File: config.mk
export PLATFORM = sky130hd
export DESIGN_NAME = mgt01_divide_unit
export DESIGN_NICKNAME = d
export VERILOG_FILES = /design/src/rtl/mgt01_divide_unit.sv
export SDC_FILE = /design/constraint.sdc
export NUM_CORES = 1
export LEC_CHECK = 0
export BUFFER_PORTS_ARGS = -buffer_cell sky130_fd_sc_hd__buf_2
export CAP_MARGIN = 5
export CORE_ASPECT_RATIO = 1.1
export CORE_UTILIZATION = 55
export CTS_CLUSTER_DIAMETER = 100
export DETAILED_ROUTE_END_ITERATION = 16
export HOLD_SLACK_MARGIN = 0.12
export MAX_ROUTING_LAYER = met4
export PLACE_DENSITY = 0.78
export SLEW_MARGIN = 20
export SYNTH_ARGS = -nofsm -noshare
export SYNTH_HDL_FRONTEND = slang
export SYNTH_SLANG_ARGS = --single-unit
File: constraint.sdc
create_clock -name clk_i -period 3.1 [get_ports clk_i]
set_input_delay 0.31 -clock clk_i [delete_from_list [all_inputs] [get_ports clk_i]]
set_output_delay 0.31 -clock clk_i [all_outputs]
set_load 0.02 [all_outputs]
File: src/rtl/mgt01_divide_unit.sv
// mgt01_divide_unit: iterative radix-2 restoring RV32M divider (DIV/DIVU/REM/REMU), one quotient bit per enabled cycle.
// Optional macro MGT01_DIV_EARLY_OUT_EN: zero-divisor/overflow requests skip the iteration phase.
package mgt01_divide_unit_pkg;
  typedef enum logic [1:0] {DIV_, DIVU_, REM_, REMU_} div_ops_e;
  typedef enum logic {FREE, BUSY} fu_state_e;
endpackage

module mgt01_divide_unit
  import mgt01_divide_unit_pkg::*;
#(
  parameter int XLEN = 32
) (
  input  logic            clk_i,
  input  logic            rst_i,
  input  logic            clk_en_i,
  input  logic            start_i,
  input  logic [XLEN-1:0] dividend_i,
  input  logic [XLEN-1:0] divisor_i,
  input  div_ops_e        operation_i,
  output logic [XLEN-1:0] result_o,
  output logic            valid_o,
  output logic            div_by_zero_o,
  output fu_state_e       fu_state_o
);
  typedef enum logic [1:0] {IDLE, ITER, FINISH} state_e;
  localparam int CW = $clog2(XLEN);
  localparam logic [XLEN-1:0] MIN = {1'b1, {(XLEN-1){1'b0}}};
  state_e          r_state, w_next;
  div_ops_e        r_op;
  logic [CW-1:0]   r_cnt;
  logic            r_neg_dvd, r_neg_dvs, r_zero, r_ovf, r_valid, r_dbz;
  logic [XLEN-1:0] r_dvd, r_dvs, r_quo, r_rem, r_result;
  logic            w_signed, w_dvd_neg, w_dvs_neg, w_zero, w_ovf, w_early;
  logic [XLEN-1:0] w_dvd_abs, w_q, w_r, w_quo, w_remf, w_res;
  logic [XLEN:0]   w_shift, w_trial;
  assign w_signed  = (operation_i == DIV_) || (operation_i == REM_);
  assign w_dvd_neg = w_signed & dividend_i[XLEN-1];
  assign w_dvs_neg = w_signed & divisor_i[XLEN-1];
  assign w_dvd_abs = w_dvd_neg ? -dividend_i : dividend_i;
  assign w_zero    = (divisor_i == '0);
  assign w_ovf     = w_signed & (dividend_i == MIN) & (&divisor_i);
`ifdef MGT01_DIV_EARLY_OUT_EN
  assign w_early   = w_zero | w_ovf;
`else
  assign w_early   = 1'b0;
`endif
  // r_quo starts as |dividend| and shifts out its MSB while quotient bits shift in
  assign w_shift = {r_rem, r_quo[XLEN-1]};
  assign w_trial = w_shift - {1'b0, r_dvs};
  assign w_q     = (r_neg_dvd ^ r_neg_dvs) ? -r_quo : r_quo;
  assign w_r     = r_neg_dvd ? -r_rem : r_rem;
  assign w_quo   = r_zero ? '1 : r_ovf ? MIN : w_q;
  assign w_remf  = r_zero ? r_dvd : r_ovf ? '0 : w_r;
  assign w_res   = (r_op == DIV_ || r_op == DIVU_) ? w_quo : w_remf;
  always_ff @(posedge clk_i) begin
    if (rst_i) r_state <= IDLE;
    else if (clk_en_i) r_state <= w_next;
  end
  always_comb begin
    w_next = r_state;
    case (r_state)
      IDLE:    w_next = start_i ? (w_early ? FINISH : ITER) : IDLE;
      ITER:    w_next = (r_cnt == CW'(XLEN-1)) ? FINISH : ITER;
      FINISH:  w_next = IDLE;
      default: w_next = IDLE;
    endcase
  end
  always_comb fu_state_o = (r_state == IDLE) ? FREE : BUSY;
  always_ff @(posedge clk_i) begin
    if (rst_i) begin
      r_cnt     <= '0;
      r_op      <= DIV_;
      r_neg_dvd <= 1'b0;
      r_neg_dvs <= 1'b0;
      r_zero    <= 1'b0;
      r_ovf     <= 1'b0;
      r_dvd     <= '0;
      r_dvs     <= '0;
      r_quo     <= '0;
      r_rem     <= '0;
      r_result  <= '0;
      r_valid   <= 1'b0;
      r_dbz     <= 1'b0;
    end else if (clk_en_i) begin
      r_valid <= (r_state == FINISH);
      if (r_state == IDLE && start_i) begin
        r_cnt     <= '0;
        r_op      <= operation_i;
        r_neg_dvd <= w_dvd_neg;
        r_neg_dvs <= w_dvs_neg;
        r_zero    <= w_zero;
        r_ovf     <= w_ovf;
        r_dvd     <= dividend_i;
        r_dvs     <= w_dvs_neg ? -divisor_i : divisor_i;
        r_quo     <= w_dvd_abs;
        r_rem     <= '0;
      end else if (r_state == ITER) begin
        r_cnt <= r_cnt + 1'b1;
        r_rem <= w_trial[XLEN] ? w_shift[XLEN-1:0] : w_trial[XLEN-1:0];
        r_quo <= {r_quo[XLEN-2:0], ~w_trial[XLEN]};
      end else if (r_state == FINISH) begin
        r_result <= w_res;
        r_dbz    <= r_zero;
      end
    end
  end
  assign result_o      = r_result;
  assign valid_o       = r_valid;
  assign div_by_zero_o = r_dbz;
endmodule

==> metrics.yaml <==
drt:
  wl_per_cell_um: 20.1
  drtAntennaViolNets: 0
  wirelength_mm: 39.9
  first_iter_violations: 1380
  avgViaCountPerCell: 6.30
  post-route-drc-count: 0
  drtPass1Iterations: 8
  num_vias: 12505
timing:
  holdWs_ns: 0.139
  layout_min_cycle_time_ns: 2.99
  slew_viol_final: 0
  finalSetupViolCount: 0
  finalCritPeriodShare_pct: 96.4
  max-slew-margin-rel_pct: 49.5
  fmax_mhz: 335
  fin_ws_ns: 0.113
  worst-slew-pin-transition_ns: 0.757
  fin_worst_skew_ns: 0.0120
  finalSetupTns_ns: 0
  finalHoldViolCount: 0
layout:
  fin_util_pct: 65.8
  drive_above_1_share_pct: 14.8
  final_nets: 1796
  instances_no_fill: 1984
  area_growth_pct: 16.8
  fill_cells: 1808
  n_antenna_cell: 0
  postLayoutCellArea_um2: 13600
clock_network:
  h-tree-depth: 4
  clk-insertion-delay-late_ns: 0.44
  clkTransAtPathRegs_ns: 0.07
  cts_buffers: 17
  clock-sinks: 174
  clockRootBuffer: "clkbuf_16"
  cts_buffer_depth: 2
  cts_tree: "yes"
floorplanning:
  rows: 55
  fp.dieH_um: 155
  boundaryPins: 105
  fp.coreArea_um2: 20700
  start_util_pct: 56.4
  die_area_um2: 21800
  die_w_um: 141
place:
  place.gp.congestion: 0.959
  placed_cell_area_um2: 12900
  pre_cts_ws_ns: 0.0284
  dpl.cell_count: 1948
  io_buffer_count: 104
  dp_hpwl_mm: 29.9
global_routing:
  met3_usage_pct: 4.86
  grtUsageMet2_pct: 59.9
  grt_max_degree: 61
  grt_pass1_vias: 11354
  grtUsageMet1_pct: 44.5
  grt_first_pass_wirelength_mm: 61.5
  overflow: 0
  gr-max-usage-layer: "met2"
  grt.total_usage_pct: 37.6
  antenna_found_initial: 0
synthesis:
  synth.distinct_cells: 72
  netlist_area_um2: 11700
  synth-seq-cells: 174
  synth_cells: 1576
  synthFlopType: "dfxtp_1"
  avgSynthCellArea_um2: 7.41
  async_reset_ff_share_pct: 0
  ys_seq_area_share_pct: 29.8
  synth-edff-count: 0
  synth_nets: 1686
  synth_warnings: 0
worst_setup_path:
  r2r_start: "r_quo[31]$_SDFFE_PP0P_"
  arrival_ns: 3.29
  worst-endpoint-required_ns: 3.41
  r2r-end: "r_rem[8]$_SDFFE_PP0P_"
  crit_type: "reg -> reg"
  critPathSlowestCell: "xnor2_4"
  r2r_cells: 13
  end_kind: "flip-flop"
  cp-start-kind: "flip-flop"
  endpoint: "r_rem[8]$_SDFFE_PP0P_"
  path_buf_inv: 2
  r2r_slack_ns: 0.11
  cp_top_family: "compound AO/OA/AOI/OAI gates"
  cp-startpoint: "r_quo[31]$_SDFFE_PP0P_"
  cp_max_fo: 6
  crit_chain: "inv_1, ha_2, fa_2, nand2b_4, a21o_1, nand3_2, a211o_1, a21oi_1, o21a_2, xnor2_4, buf_12, mux2i_1, o21ai_0"
  cp.depth: 13
  slowest_delay_ns: 0.40
run_status:
  outcome: "finished, final reports clean"
power_and_ir_drop:
  fin_total_pwr_mw: 6.51
  p_per_area_nw_per_um2: 477
  vdd_drop_max_v: 0.000391
  leakage_nw: 5.35
job:
  drv_cap: 0
min_path:
  hold_path_class: "in -> reg"
what timing repair did:
action                     CTS  global route
gates resized for setup      0            22
buffers inserted             0             1
setup endpoints to repair    0            33
hold buffers                 1             0
hold endpoints to repair     1             0
flip-flops by register name, summed over array words and instances, names as in the netlist, 2 cells and up:
| signal | cells |
|---|---|
| r_dvd | 32 |
| r_dvs | 32 |
| r_quo | 32 |
| r_rem | 32 |
| result_o | 32 |
| r_cnt | 5 |
| r_state | 2 |
layer usage:
layer  vias up  wire length (um)
met5         -                 0
met4         0              2860
met3       157              2890
met2       643             18500
met1      5824             15700
li1       5881                 -
tightest hold or removal path, stage by stage:
cell	delay [ns]
buf_2	0.11
nand2_1	0.05
a21oi_1	0.05
cells in the final DEF (no fill, tap or decap), types with 5 or more instances in the layout:
master and instances:
o21bai_1 5, ha_1 36, nand2b_1 14, or2_2 5
or4_1 9, a311oi_1 6, or3_1 20, nor3_1 35
inv_1 55, nor4_1 17, a21o_1 17, dfxtp_1 173
xnor2_1 77, a211oi_1 32, o211ai_1 7, and3_1 10
o21a_1 6, o31ai_1 37, o311ai_0 5, o22ai_1 10
a32oi_1 7, a21oi_1 173, xor2_1 66, and2_1 7
nand3_1 21, o41ai_1 13, o21ai_0 97, a221o_1 6
a22oi_1 15, nor2b_1 10, nand2_1 226, buf_4 75
mux2i_1 24, a31oi_1 13, clkbuf_16 20, nand4_1 17
buf_2 103, nor2_1 136
area by class of cell:
cell class | instances | area (um2) | area share, %
multi-input combinational | 1249 | 7720 | 56.6
sequential | 174 | 3480 | 25.6
timing repair buffer | 187 | 1260 | 9.23
clock buffer | 19 | 443 | 3.25
tap | 285 | 357 | 2.61
inverter | 57 | 214 | 1.57
clock inverter | 13 | 158 | 1.16
logic make-up (layout without fill, tap and decap cells):
kind of cell	Yosys count	count (layout)	synth area share [%]
xor gates and xnor gates	145	145	10.9
buffers and inverters	153	276	4.97
AOI/OAI and AO/OA	486	486	26.1
muxes	24	24	2.06
adders and majority gates	40	40	4.35
and+or+nand+nor	554	554	21.8
DFF	174	174	29.8
worst min path at each step:
stage | start | end | slack (ns) | depth (start not counted)
floorplan | r_dvs[17]$_SDFFE_PP0P_ | r_dvs[17]$_SDFFE_PP0P_ | 0.43 | 2
global placement | result_o[3]$_SDFFE_PP0P_ | result_o[3]$_SDFFE_PP0P_ | 0.44 | 2
detailed placement | result_o[30]$_SDFFE_PP0P_ | result_o[30]$_SDFFE_PP0P_ | 0.44 | 2
CTS | dividend_i[14] | r_dvd[14]$_SDFFE_PP0P_ | 0.13 | 3
global route | operation_i[1] | r_op[1]$_SDFFE_PP0P_ | 0.16 | 3
finish | dividend_i[14] | r_dvd[14]$_SDFFE_PP0P_ | 0.14 | 3
power breakdown:
part / total [mW] / switching [mW] / internal, mW
Sequential: 2.43 / 0.0998 / 2.33
Combinational: 1.84 / 1.08 / 0.760
Clock: 2.24 / 1.01 / 1.23
Yosys cell counts, types with 15 or more instances:
master | number | area [um2]
nor2_1 | 139 | 522
or3_1 | 20 | 125
xnor2_1 | 79 | 692
o21ai_0 | 100 | 500
nand2b_1 | 15 | 93.8
nor3_1 | 37 | 185
a211oi_1 | 32 | 240
inv_1 | 55 | 206
nand4_1 | 17 | 106
dfxtp_1 | 174 | 3480
ha_1 | 39 | 488
nor4_1 | 19 | 119
nand2_1 | 227 | 852
mux2i_1 | 24 | 240
nand3_1 | 22 | 110
a21oi_1 | 174 | 871
clkbuf_1 | 87 | 327
xor2_1 | 66 | 578
a22oi_1 | 15 | 113
a21o_1 | 17 | 128
o31ai_1 | 37 | 278
(Power assumes the default switching activity.)
